==> src/rtl/c_result_reader_if.sv <==
// rtl/c_result_reader_if.sv - result write, read-request and response stream bundle for c_result_reader
interface c_result_reader_if #(
   parameter int DEPTH = 4
);
   logic [15:0]      C_index;
   logic [127:0]     C_data_in;
   logic             C_wr_en;
   logic             clear;
   logic             req_valid;
   logic             req_ready;
   logic [7:0]       req_row;
   logic             rsp_valid;
   logic             rsp_ready;
   logic [31:0]      rsp_data;
   logic             rsp_last;
   logic             rsp_err;
   logic [DEPTH-1:0] rows_valid;

   modport master (
      output C_index, C_data_in, C_wr_en, clear, req_valid, req_row, rsp_ready,
      input  req_ready, rsp_valid, rsp_data, rsp_last, rsp_err, rows_valid
   );

   modport slave (
      input  C_index, C_data_in, C_wr_en, clear, req_valid, req_row, rsp_ready,
      output req_ready, rsp_valid, rsp_data, rsp_last, rsp_err, rows_valid
   );
endinterface

==> src/rtl/c_result_reader.sv <==
// rtl/c_result_reader.sv - stores systolic-array result rows and streams a requested row as four 32-bit words
module c_result_reader #(
   parameter int DEPTH = 4
) (
   input logic               clk,
   input logic               rst_n,
   c_result_reader_if.slave  bus
);
   localparam int AW = (DEPTH > 1) ? $clog2(DEPTH) : 1;

   typedef enum logic [1:0] {
      S_IDLE   = 2'd0,
      S_WAIT   = 2'd1,
      S_STREAM = 2'd2
   } state_t;

   state_t           state, next_state;
   logic [127:0]     mem [DEPTH];
   logic [DEPTH-1:0] rows_valid_q;
   logic [AW-1:0]    row_q;
   logic             err_q;
   logic [127:0]     shadow_q;
   logic [1:0]       widx_q;

   logic             wr_hit;
   logic [AW-1:0]    wr_row;
   logic [DEPTH-1:0] wr_onehot;
   logic             req_in_range;
   logic [AW-1:0]    req_row_idx;
   logic             accept;
   logic             enter_stream;
   logic [AW-1:0]    snap_row;
   logic [127:0]     snap_data;

   logic             req_ready_c;
   logic             rsp_valid_c;
   logic [31:0]      rsp_data_c;
   logic             rsp_last_c;
   logic             rsp_err_c;

   assign wr_hit       = bus.C_wr_en && ({1'b0, bus.C_index} < 17'(DEPTH));
   assign wr_row       = bus.C_index[AW-1:0];
   assign wr_onehot    = wr_hit ? (DEPTH'(1) << wr_row) : '0;
   assign req_in_range = ({1'b0, bus.req_row} < 9'(DEPTH));
   assign req_row_idx  = bus.req_row[AW-1:0];
   assign accept       = bus.req_valid && (state == S_IDLE);
   assign enter_stream = (next_state == S_STREAM) && (state != S_STREAM);

   // The snapshot row is the incoming request when leaving IDLE, else the latched one;
   // a same-cycle write to that row is forwarded so the stream never sees stale data.
   assign snap_row  = (state == S_IDLE) ? req_row_idx : row_q;
   assign snap_data = (wr_hit && (wr_row == snap_row)) ? bus.C_data_in : mem[snap_row];

   always_ff @(posedge clk) begin
      if (!rst_n) begin
         state <= S_IDLE;
      end else begin
         state <= next_state;
      end
   end

   always_comb begin
      next_state  = state;
      req_ready_c = 1'b0;
      rsp_valid_c = 1'b0;
      rsp_data_c  = 32'd0;
      rsp_last_c  = 1'b0;
      rsp_err_c   = 1'b0;
      case (state)
         S_IDLE: begin
            req_ready_c = 1'b1;
            if (bus.req_valid) begin
               if (!req_in_range) begin
                  next_state = S_STREAM;
               end else if (rows_valid_q[req_row_idx]) begin
                  next_state = S_STREAM;
               end else begin
                  next_state = S_WAIT;
               end
            end
         end
         S_WAIT: begin
            if (rows_valid_q[row_q]) begin
               next_state = S_STREAM;
            end
         end
         S_STREAM: begin
            rsp_valid_c = 1'b1;
            rsp_data_c  = err_q ? 32'd0 : shadow_q[{widx_q, 5'd0} +: 32];
            rsp_last_c  = (widx_q == 2'd3);
            rsp_err_c   = err_q;
            if (bus.rsp_ready && (widx_q == 2'd3)) begin
               next_state = S_IDLE;
            end
         end
         default: begin
            next_state = S_IDLE;
         end
      endcase
   end

   // Row storage deliberately survives reset; only the valid flags are cleared.
   always_ff @(posedge clk) begin
      if (wr_hit) begin
         mem[wr_row] <= bus.C_data_in;
      end
   end

   always_ff @(posedge clk) begin
      if (!rst_n) begin
         rows_valid_q <= '0;
      end else begin
         rows_valid_q <= (bus.clear ? '0 : rows_valid_q) | wr_onehot;
      end
   end

   always_ff @(posedge clk) begin
      if (!rst_n) begin
         row_q    <= '0;
         err_q    <= 1'b0;
         shadow_q <= '0;
         widx_q   <= 2'd0;
      end else begin
         if (accept) begin
            row_q <= req_row_idx;
            err_q <= !req_in_range;
         end
         if (enter_stream) begin
            shadow_q <= snap_data;
            widx_q   <= 2'd0;
         end else if ((state == S_STREAM) && bus.rsp_ready) begin
            widx_q <= widx_q + 2'd1;
         end
      end
   end

   assign bus.req_ready  = req_ready_c;
   assign bus.rsp_valid  = rsp_valid_c;
   assign bus.rsp_data   = rsp_data_c;
   assign bus.rsp_last   = rsp_last_c;
   assign bus.rsp_err    = rsp_err_c;
   assign bus.rows_valid = rows_valid_q;
endmodule
==> src/flat_wrapper.sv <==
// flat-port wrapper written by rule: the top's interface ports become plain ports
module c_result_reader_flat 
#(
   parameter int DEPTH = 4
)
  (clk, rst_n, bus_C_index, bus_C_data_in, bus_C_wr_en, bus_clear, bus_req_valid, bus_req_row, bus_rsp_ready, bus_req_ready, bus_rsp_valid, bus_rsp_data, bus_rsp_last, bus_rsp_err, bus_rows_valid);
  c_result_reader_if #(.DEPTH(DEPTH)) bus_i ();
  input logic clk;
  input logic rst_n;
  input wire logic [$bits(bus_i.C_index)-1:0] bus_C_index;
  input wire logic [$bits(bus_i.C_data_in)-1:0] bus_C_data_in;
  input wire logic [$bits(bus_i.C_wr_en)-1:0] bus_C_wr_en;
  input wire logic [$bits(bus_i.clear)-1:0] bus_clear;
  input wire logic [$bits(bus_i.req_valid)-1:0] bus_req_valid;
  input wire logic [$bits(bus_i.req_row)-1:0] bus_req_row;
  input wire logic [$bits(bus_i.rsp_ready)-1:0] bus_rsp_ready;
  output wire logic [$bits(bus_i.req_ready)-1:0] bus_req_ready;
  output wire logic [$bits(bus_i.rsp_valid)-1:0] bus_rsp_valid;
  output wire logic [$bits(bus_i.rsp_data)-1:0] bus_rsp_data;
  output wire logic [$bits(bus_i.rsp_last)-1:0] bus_rsp_last;
  output wire logic [$bits(bus_i.rsp_err)-1:0] bus_rsp_err;
  output wire logic [$bits(bus_i.rows_valid)-1:0] bus_rows_valid;
  assign bus_i.C_index = bus_C_index;
  assign bus_i.C_data_in = bus_C_data_in;
  assign bus_i.C_wr_en = bus_C_wr_en;
  assign bus_i.clear = bus_clear;
  assign bus_i.req_valid = bus_req_valid;
  assign bus_i.req_row = bus_req_row;
  assign bus_i.rsp_ready = bus_rsp_ready;
  assign bus_req_ready = bus_i.req_ready;
  assign bus_rsp_valid = bus_i.rsp_valid;
  assign bus_rsp_data = bus_i.rsp_data;
  assign bus_rsp_last = bus_i.rsp_last;
  assign bus_rsp_err = bus_i.rsp_err;
  assign bus_rows_valid = bus_i.rows_valid;
  c_result_reader #(.DEPTH(DEPTH)) u_core (.clk(clk), .rst_n(rst_n), .bus(bus_i));
endmodule
==> config.mk <==
export PLATFORM = sky130hd
export DESIGN_NAME = c_result_reader_flat
export DESIGN_NICKNAME = d
export VERILOG_FILES = /design/src/rtl/c_result_reader_if.sv /design/src/rtl/c_result_reader.sv /design/src/flat_wrapper.sv
export SDC_FILE = /design/constraint.sdc
export NUM_CORES = 1
export LEC_CHECK = 0
export BUFFER_PORTS_ARGS = -buffer_cell sky130_fd_sc_hd__buf_4
export CORE_UTILIZATION = 23
export DETAILED_ROUTE_END_ITERATION = 6
export MAX_ROUTING_LAYER = met4
export PLACE_DENSITY = 0.44
export REMOVE_ABC_BUFFERS = 1
export SYNTH_ARGS = -nofsm -noshare
export SYNTH_HDL_FRONTEND = slang
export SYNTH_SLANG_ARGS = --single-unit
==> constraint.sdc <==
create_clock -name clk -period 20.4 [get_ports clk]
set_clock_uncertainty 0.1 [all_clocks]
set_input_delay 2.04 -clock clk [delete_from_list [all_inputs] [get_ports clk]]
set_output_delay 2.04 -clock clk [all_outputs]
set_load 0.01 [all_outputs]
==> flow_summary.yaml, run 1 <==
status:
  status: "complete, no violations"
setup_path:
  cp-start-kind: "flip-flop"
  cp_cell_sequence: "nor2b_1 > nand2b_4 > nor2b_1 > buf_4"
  crit_family: "simple AND/OR/NAND/NOR gates"
  r2r-start: "u_core.state[1]$_SDFF_PN0_"
  reg2reg_to: "u_core.shadow_q[35]$_SDFFE_PN0P_"
  cp_slowest_cell: "nor2b_1"
  critPathMaxFanout: 32
  worstPathRequired_ns: 18.26
  crit_top_cell: "nor2b_1"
  arrival_ns: 2.93
  cpPeakStageDelay_ns: 0.59
  cp_num_buf_inv: 1
  ff2ff_path_depth: 6
  regToRegSetupSlack_ns: 17.22
  critical_path_class: "flip-flop to primary output"
  crit_path_end_kind: "primary output"
floorplan:
  die_width_microns: 335
  start_util: 0.233
  dieArea_sq_um: 112000
  io_pins: 198
  core_sq_um: 109000
  rows: 121
  die_h_microns: 335
yosys:
  yosysSeqAreaShare: 0.712
  synthAdderAreaFrac: 0.000491
  yosysTopAreaCell: "edfxtp_1"
  synthSimpleGateAreaFrac: 0.0566
  synthXorXnorAreaFrac: 0.000343
  synth.avg_cell_area_sq_um: 16.7
  syn_inst: 1531
  synth_top_area_share: 0.603
  synth_compound_area_frac: 0.0613
  syn_area_sq_um: 25500
  synth_area_leaders: "edfxtp_1 (60%), mux4_2 (14%), dfxtp_1 (11%)"
  synth_cell_types: 39
  ys_seq_elements: 651
  synth_top_family_by_area: "multiplexers"
  synthMuxAreaShare: 0.143
  ys_warn_count: 0
timing:
  clock.fmax_ghz: 0.197
  relSlewSlack: 0.264
  whs_ns: 0.399
  layout_min_cycle_time_ns: 5.07
  drv_slew: 0
  report.final.hold_viol_count: 0
  rsz0062_at_grt: "false"
  tns_ns: 0
  fin_crit_sh: 0.249
  setup_viol: 0
  setup_slack_ns: 15.33
  worst_pin_slew_ns: 1.10
final_layout:
  final_cell_mix: "edfxtp_1 (512), nand2_1 (262), buf_4 (210), mux4_2 (162), dfxtp_1 (137)"
  final_common_cell: "edfxtp_1"
  final_nets: 1875
  utilization: 0.284
  stdcell_area_sq_um: 31100
  drive_gt1_frac: 0.287
  syn_to_final_growth_pct: 21.9
  fill_cells: 10900
detailed_routing:
  drc: 0
  wire_per_inst_microns: 21.3
  drtIter0Drc: 890
  wirelength_microns: 69400
  drtPass1Iterations: 5
  num_vias: 14300
  ant_nets: 0
  viasPerCell: 4.38
clock_tree:
  root_buffer: "clkbuf_16"
  htree_levels: 3
  numCtsBuffers: 78
  clk_path_buf_depth: 3
  holdBufCountCts: 0
  cts.reportedPaths.clkPinSlew_ns: 0.05
  clk_latency_ns: 0.63
  post_cts_buffers: 0
  cts_tree: "yes"
  clock_sinks: 651
  cts-resized-gates: 0
placed_design:
  gp_routability_congestion: 0.677
  placed_cell_area_sq_um: 28500
  dp_hpwl_microns: 33700
  port_buffers: 197
  dp_slack_ns: 15.11
min_path:
  min_delay_path_depth: 2
  min_to: "u_core.row_q[1]$_SDFFE_PN0P_"
  hold_path_class: "flip-flop to flip-flop"
  hold_start: "u_core.row_q[1]$_SDFFE_PN0P_"
global_routing:
  grt_pass1_wl_microns: 103000
  antenna_found_initial: 10
  grt_pass1_vias: 15200
  overflow: 0
  track_usage: 0.128
  grt_max_degree: 184
pwr:
  power_density_nw_per_um2: 99.1
  p_leak_nw: 10.2
  peakVddDrop_uv: 52.4
run:
  cap_violations: 0
==> Yosys cell counts <==
cell type and n:
nand2_1 263, dfxtp_1 139, a31oi_1 129, buf_6 14, mux2i_1 1, or3b_1 1, inv_1 2, nand3b_1 1
nand3_1 2, o21a_1 6, o221ai_2 1, and2_1 2, nor3_1 4, buf_4 19, nor2b_1 38, o221a_2 1
a21oi_1 3, or4_4 1, and3_1 1, mux4_2 162, o21ai_0 116, nand4_1 1, o21ai_1 13, clkbuf_2 6
ha_1 1, nor4_4 1, nand2b_1 1, nor4b_1 1, buf_2 41, nor2_1 5, nor3b_1 2, o21ai_2 1
edfxtp_1 512, a21boi_0 2, xor2_1 1, nor4_1 3, nor3b_2 3, clkbuf_1 30, and4_1 1
==> flip-flops by register name, indices dropped and copies added (netlist names) <==
name	flops
u_core.mem	512
u_core.state	2
u_core.bus.rows_valid	4
u_core.err_q	1
u_core.shadow_q	128
u_core.row_q	2
u_core.widx_q	2
==> stage by stage <==
step | instances | power, mW
global placement | 3112 | 1.70
floorplan | 1421 | 1.63
detailed placement | 3112 | 1.70
finish | 3263 | 3.08
CTS | 3256 | 3.14
global route | 3263 | 3.20
==> per-layer routing <==
metal  vias up  track usage  wire length (microns)
li1       6411            -                      -
met1      7498        0.165                  31600
met2       288        0.197                  32400
met3        91       0.0317                   4040
met4         0       0.0382                   1340
met5         -            -                      0
==> final cells by class <==
class                   count  area (sq um)  area share
clock inverters            29           375      0.0121
multi-input cells         768          6760       0.218
clock buffers             115          2220      0.0716
inverters                   2          7.51    0.000242
well taps                1476          1850      0.0594
diodes                      7          17.5    0.000564
repair buffers            215          1680      0.0540
flip-flops and latches    651         18200       0.585
==> where the power goes <==
group | leakage, nW | switching (mW) | total, mW | internal, mW
combinational | 3.17 | 0.106 | 0.203 | 0.0976
sequential | 5.75 | 0.0133 | 1.47 | 1.45
clock | 1.28 | 0.552 | 1.41 | 0.858
==> cell families after synthesis <==
logic type	Yosys count
AO/OA/AOI/OAI	272
multiplexers	163
AND/OR/NAND/NOR	331
adder cells (fa/ha/maj)	1
flip-flops	651
XOR/XNOR	1
buffers and inverters	112
==> worst max-delay path by stage <==
stage               cells past startpoint  slack [ns]                        from                               to
global route                            4       15.02  u_core.state[1]$_SDFF_PN0_                  bus_rsp_data[7]
CTS                                     4       15.17  u_core.state[1]$_SDFF_PN0_                  bus_rsp_data[7]
global placement                        7       15.07             bus_C_index[12]       u_core.mem[1][2]$_DFFE_PP_
floorplan                               5        7.32              bus_req_row[0]  u_core.shadow_q[0]$_SDFFE_PN0P_
detailed placement                      7       15.11             bus_C_index[12]       u_core.mem[1][2]$_DFFE_PP_
finish                                  4       15.33  u_core.state[1]$_SDFF_PN0_                  bus_rsp_data[7]
==> tightest hold or removal path: stages, from the launching register on <==
cell	delay, ns
dfxtp_1	0.33
nand2_1	0.05
a21boi_0	0.07
No activity file was read; power rests on OpenSTA's default activity.
==> run 2, diff against run 1 <==
==> constraint.sdc (replaced) <==
create_clock -name clk -period 5.2 [get_ports clk]
set_clock_uncertainty 0.1 [all_clocks]
set_input_delay 0.52 -clock clk [delete_from_list [all_inputs] [get_ports clk]]
set_output_delay 0.52 -clock clk [all_outputs]
set_load 0.01 [all_outputs]
==> flow_summary.yaml, run 2 (synthesis gave the netlist of run 1 again) <==
pwr:
  peakVddDrop_uv: 200
  finalPower_mw: 11.9
  sw_frac_of_total: 0.225
  p_clk_frac: 0.440
  p_leak_nw: 10.8
  power_density_nw_per_um2: 365
  comb_power_share: 0.076
  p_int_mw: 9.22
  power.switching_mw: 2.68
  sequentialPowerShare: 0.484
detailed_routing:
  drtPass1Iterations: 5
  drtIter0Drc: 860
  wirelength_microns: 69300
  num_vias: 14800
  viasPerCell: 4.35
  drc: 0
  ant_nets: 0
  wire_per_inst_microns: 20.3
clock_tree:
  cts.reportedPaths.clkPinSlew_ns: 0.06
  cts_tree: "yes"
  post_cts_buffers: 0
  numCtsBuffers: 78
  clk_latency_ns: 0.64
  clk_path_buf_depth: 3
  htree_levels: 3
  clock_sinks: 651
  root_buffer: "clkbuf_16"
setup_path:
  ff2ff_path_depth: 6
  worstPathRequired_ns: 4.58
  reg2reg_to: "u_core.shadow_q[93]$_SDFFE_PN0P_"
  critical_path_class: "flip-flop to primary output"
  arrival_ns: 2.95
  cp-start-kind: "flip-flop"
  crit_end: "bus_rsp_data[7]"
  critPathMaxFanout: 24
  r2r-start: "u_core.state[1]$_SDFF_PN0_"
  crit_path_end_kind: "primary output"
  regToRegSetupSlack_ns: 2.32
  startpoint: "u_core.widx_q[0]$_SDFFE_PP0P_"
timing:
  rsz0062_at_grt: "false"
  setup_slack_ns: 1.63
  worst_pin_slew_ns: 1.05
  report.final.hold_viol_count: 0
  drv_slew: 0
  clock.fmax_ghz: 0.280
  fin_crit_sh: 0.687
  whs_ns: 0.107
  setup_viol: 0
  relSlewSlack: 0.300
  layout_min_cycle_time_ns: 3.57
placed_design:
  dp_hpwl_microns: 37100
  gp_routability_congestion: 0.691
  dp_slack_ns: 2.02
  port_buffers: 197
global_routing:
  grt_pass1_wl_microns: 103000
  grt_pass1_vias: 15500
  track_usage: 0.127
  grt_max_degree: 161
  overflow: 0
  antenna_found_initial: 14
final_layout:
  fill_cells: 10900
  final_cell_mix: "edfxtp_1 (512), nand2_1 (262), buf_4 (205), mux4_2 (162), dfxtp_1 (137)"
  final_nets: 2016
  top_register: "u_core.mem"
  syn_to_final_growth_pct: 27.8
  drive_gt1_frac: 0.272
  final_common_cell: "edfxtp_1"
  largest_register_ff_count: 512
floorplan:
  die_width_microns: 335
  start_util: 0.233
  die_h_microns: 335
  core_sq_um: 109000
  dieArea_sq_um: 112000
  rows: 121
  io_pins: 198
min_path:
  hold_path_class: "input pin to flip-flop"
  hold_start: "bus_req_row[0]"
run:
  cap_violations: 0
status:
  status: "complete, no violations"
==> run 2: cell count changes in the layout (fill, tap and decap cells not counted), moves of 2 or more <==
| cell | delta |
|---|---|
| dlygate4sd3_1 | +128 |
| buf_4 | -5 |
| clkinv_4 | +2 |
| clkinvlp_4 | +2 |
| clkbuf_1 | -10 |
| bufinv_16 | -5 |
| diode_2 | +6 |
| clkbuf_8 | -5 |
| clkinv_1 | +11 |
| buf_12 | +18 |
==> run 2: metrics by stage <==
stage / cells / util / cell area [sq um] / TNS [ns]
after CTS: 3397 / 0.297 / 32600 / 0
after global placement: 3125 / 0.263 / 28800 / 0
after global routing: 3410 / 0.298 / 32600 / 0
final: 3410 / 0.298 / 32600 / 0
after detailed placement: 3125 / 0.263 / 28800 / 0
after floorplan: 1421 / - / 24900 / -2740.63
==> run 2: repair_timing <==
action,in CTS,in global routing
hold buffers,128,0
endpoints found under the setup margin,0,0
endpoints found under the hold margin,512,0
gates resized for setup,0,0
==> run 2: worst min path at each step <==
stage / endpoint / slack [ns] / depth (start not counted)
after floorplan: u_core.row_q[1]$_SDFFE_PN0P_ / 0.36 / 2
after global placement: u_core.row_q[1]$_SDFFE_PN0P_ / 0.39 / 2
after detailed placement: u_core.row_q[1]$_SDFFE_PN0P_ / 0.40 / 2
after CTS: u_core.row_q[0]$_SDFFE_PN0P_ / 0.04 / 3
after global routing: u_core.row_q[0]$_SDFFE_PN0P_ / 0.08 / 3
final: u_core.row_q[0]$_SDFFE_PN0P_ / 0.11 / 3
==> run 2: power groups by stage <==
stage                     clock network [mW]  registers, mW  logic (mW)
final                                   5.24           5.76       0.899
after global routing                    5.60           5.77       0.991
after CTS                               5.43           5.76       0.927
after detailed placement                   0           5.87       0.834
after global placement                     0           5.87       0.822
after floorplan                            0           5.85       0.556
==> run 2: layout make-up <==
cell class,instances,area [sq um],share of cell area
Tap cell,1476,1850,0.0567
Clock inverter,44,374,0.0115
Inverter,2,7.51,0.000230
Timing Repair Buffer,356,3280,0.101
Clock buffer,100,2120,0.0650
Sequential cell,651,18200,0.557
Antenna cell,13,32.5,0.000998
Multi-Input combinational cell,768,6760,0.207
==> run 2: routing by layer <==
| layer | global-route usage | part of all wire | up-vias |
|---|---|---|---|
| met5 | - | 0 | - |
| met1 | 0.169 | 0.47 | 7714 |
| met2 | 0.196 | 0.46 | 297 |
| met4 | 0.0357 | 0.018 | 0 |
| li1 | - | - | 6706 |
| met3 | 0.0261 | 0.045 | 101 |
==> run 2: critical path, stage by stage, from the launching register on <==
cell	delay, ns
dfxtp_4	0.79
buf_4	0.46
mux4_2	0.55
nor2b_1	0.20
buf_4	0.21
==> run 3, diff against run 2 <==
--- a/config.mk
+++ b/config.mk
@@ -5,11 +5,12 @@
 export SDC_FILE = /design/constraint.sdc
 export NUM_CORES = 1
 export LEC_CHECK = 0
+export ABC_AREA = 1
 export BUFFER_PORTS_ARGS = -buffer_cell sky130_fd_sc_hd__buf_4
 export CORE_UTILIZATION = 23
 export DETAILED_ROUTE_END_ITERATION = 6
 export MAX_ROUTING_LAYER = met4
-export PLACE_DENSITY = 0.44
+export PLACE_DENSITY = 0.45
 export REMOVE_ABC_BUFFERS = 1
 export SYNTH_ARGS = -nofsm -noshare
 export SYNTH_HDL_FRONTEND = slang
==> constraint.sdc (replaced) <==
create_clock -name clk -period 3.25 [get_ports clk]
set_clock_uncertainty 0.1 [all_clocks]
set_input_delay 0.325 -clock clk [delete_from_list [all_inputs] [get_ports clk]]
set_output_delay 0.325 -clock clk [all_outputs]
set_load 0.01 [all_outputs]
==> flow_summary.yaml, run 3 <==
global_routing:
  grtUsageMet3: 0.0168
  grt_max_degree: 129
  top_usage_layer: "met2"
  grt_pass1_vias: 22600
  track_usage: 0.143
  overflow: 0
  grt_pass1_wl_microns: 143000
  grt_use_met2: 0.243
  antenna_found_initial: 9
  grt_util_met1: 0.180
yosys:
  ys_async_sr_fraction: 0
  ys_warn_count: 0
  synth_area_leaders: "edfxtp_1 (50%), nand2_1 (13%), dfxtp_1 (9.1%)"
  synth.avg_cell_area_sq_um: 8.49
  synth_most_common_cell: "nand2_1"
  synth_edf_count: 512
  synth_top_area_share: 0.504
  synth_cell_types: 26
  synth_commonest_cells: "nand2_1 (1067), inv_1 (659), nand3_1 (523), edfxtp_1 (512), nor2_1 (292)"
  ys_seq_elements: 651
  yosysSeqAreaShare: 0.596
  synth_ff_type: "edfxtp_1"
  yosysTopAreaCell: "edfxtp_1"
  syn_inst: 3589
  syn_area_sq_um: 30500
clock_tree:
  clk_latency_ns: 0.65
  htree_levels: 3
  root_buffer: "clkbuf_16"
  numCtsBuffers: 73
  clk_path_buf_depth: 3
  cts-resized-gates: 0
  clock_sinks: 651
  cts_tree: "yes"
  cts.reportedPaths.clkPinSlew_ns: 0.06
  post_cts_buffers: 0
timing:
  relSlewSlack: 0.395
  drv_slew: 0
  worst_pin_slew_ns: 0.907
  rsz0062_at_grt: "false"
  layout_min_cycle_time_ns: 3.08
  fin_crit_sh: 0.948
  report.final.hold_viol_count: 0
  setup_slack_ns: 0.168
  setup_viol: 0
  clock.fmax_ghz: 0.324
final_layout:
  top_register: "u_core.mem"
  final_common_cell: "nand2_1"
  utilization: 0.287
  fill_cells: 14000
  drive_gt1_frac: 0.0980
  largest_register_ff_count: 512
  final_cell_mix: "nand2_1 (1060), inv_1 (658), nand3_1 (523), edfxtp_1 (512), nor2_1 (289)"
  syn_to_final_growth_pct: 23.9
  final_nets: 4006
floorplan:
  die_h_microns: 366
  rows: 133
  start_util: 0.232
  dieArea_sq_um: 134000
  die_width_microns: 366
  core_sq_um: 131000
  io_pins: 198
setup_path:
  worstPathRequired_ns: 2.82
  ff2ff_path_depth: 12
  crit_path_end_kind: "primary output"
  critPathMaxFanout: 32
  cp-start-kind: "flip-flop"
  arrival_ns: 2.66
  critical_path_class: "flip-flop to primary output"
pwr:
  power_density_nw_per_um2: 543
  peakVddDrop_uv: 379
  p_leak_nw: 16.9
min_path:
  hold_path_class: "input pin to flip-flop"
  min_delay_path_depth: 3
placed_design:
  dp_slack_ns: 0.642
  gp_routability_congestion: 0.725
  port_buffers: 197
  dp_hpwl_microns: 52100
detailed_routing:
  wire_per_inst_microns: 16.6
  drtPass1Iterations: 5
  viasPerCell: 4.07
  num_vias: 23100
  drtIter0Drc: 1400
  drc: 0
  ant_nets: 0
  wirelength_microns: 94200
status:
  status: "complete, no violations"
run:
  cap_violations: 0
==> run 3: path summary, 6_finish.rpt <==
check / start / slack, ns / endpoint
setup / recovery: u_core.state[1]$_SDFF_PN0_ / 0.17 / bus_rsp_data[12]
hold / removal: rst_n / 0.07 / u_core.shadow_q[46]$_SDFFE_PN0P_
setup reg to reg: u_core.state[0]$_SDFF_PN0_ / 0.64 / u_core.shadow_q[56]$_SDFFE_PN0P_
hold reg to reg: u_core.shadow_q[6]$_SDFFE_PN0P_ / 0.41 / u_core.shadow_q[6]$_SDFFE_PN0P_
==> run 3: power by group <==
part / switching (mW) / internal (mW)
sequential: 0.0847 / 9.18
combinational: 1.79 / 0.953
clock: 3.49 / 5.02
==> run 3: cell type report <==
type	count	area [sq um]	area share
multi-input cells	2069	8800	0.233
well taps	1755	2200	0.0581
inverters	663	2490	0.0659
repair buffers	389	3670	0.0971
clock buffers	98	2010	0.0533
diodes	7	17.5	0.000464
flip-flops and latches	651	18200	0.481
clock inverters	37	437	0.0116
==> run 3: worst max-delay path, stage by stage, from the launching register on <==
cell and delay, ns:
dfxtp_1 0.40, inv_2 0.07, nor2_1 0.36, nand2_2 0.09
buf_4 0.34, a21oi_1 0.50, buf_4 0.21
==> run 3: kinds of logic after synthesis <==
family          count (synthesis)  synth area share
xor+xnor                        1          0.000287
compound gates                174            0.0288
fa+ha+maj                       1          0.000410
buf+inv                       869             0.119
flops                         651             0.596
simple gates                 1893             0.255
==> run 3: repair_timing <==
action	CTS	global route
endpoints found under the hold margin	656	0
setup endpoints to repair	0	0
hold buffers	138	0
==> run 3: metrics by stage <==
stage	std cells	cell area [sq um]	total power, mW	TNS, ns	hold slack, ns
floorplan	3383	29300	11.1	-3491.68	0.324
global placement	5389	33900	12.1	0	0.394
detailed placement	5389	33900	12.1	0	0.394
CTS	5662	37800	20.9	0	0.0521
global route	5669	37800	21.5	0	0.0959
finish	5669	37800	20.5	0	0.0731
==> run 3: layer usage <==
| layer | part of all wire | vias up |
|---|---|---|
| li1 | - | 11800 |
| met1 | 0.46 | 10900 |
| met2 | 0.49 | 304 |
| met3 | 0.031 | 102 |
| met4 | 0.018 | 0 |
| met5 | 0 | - |
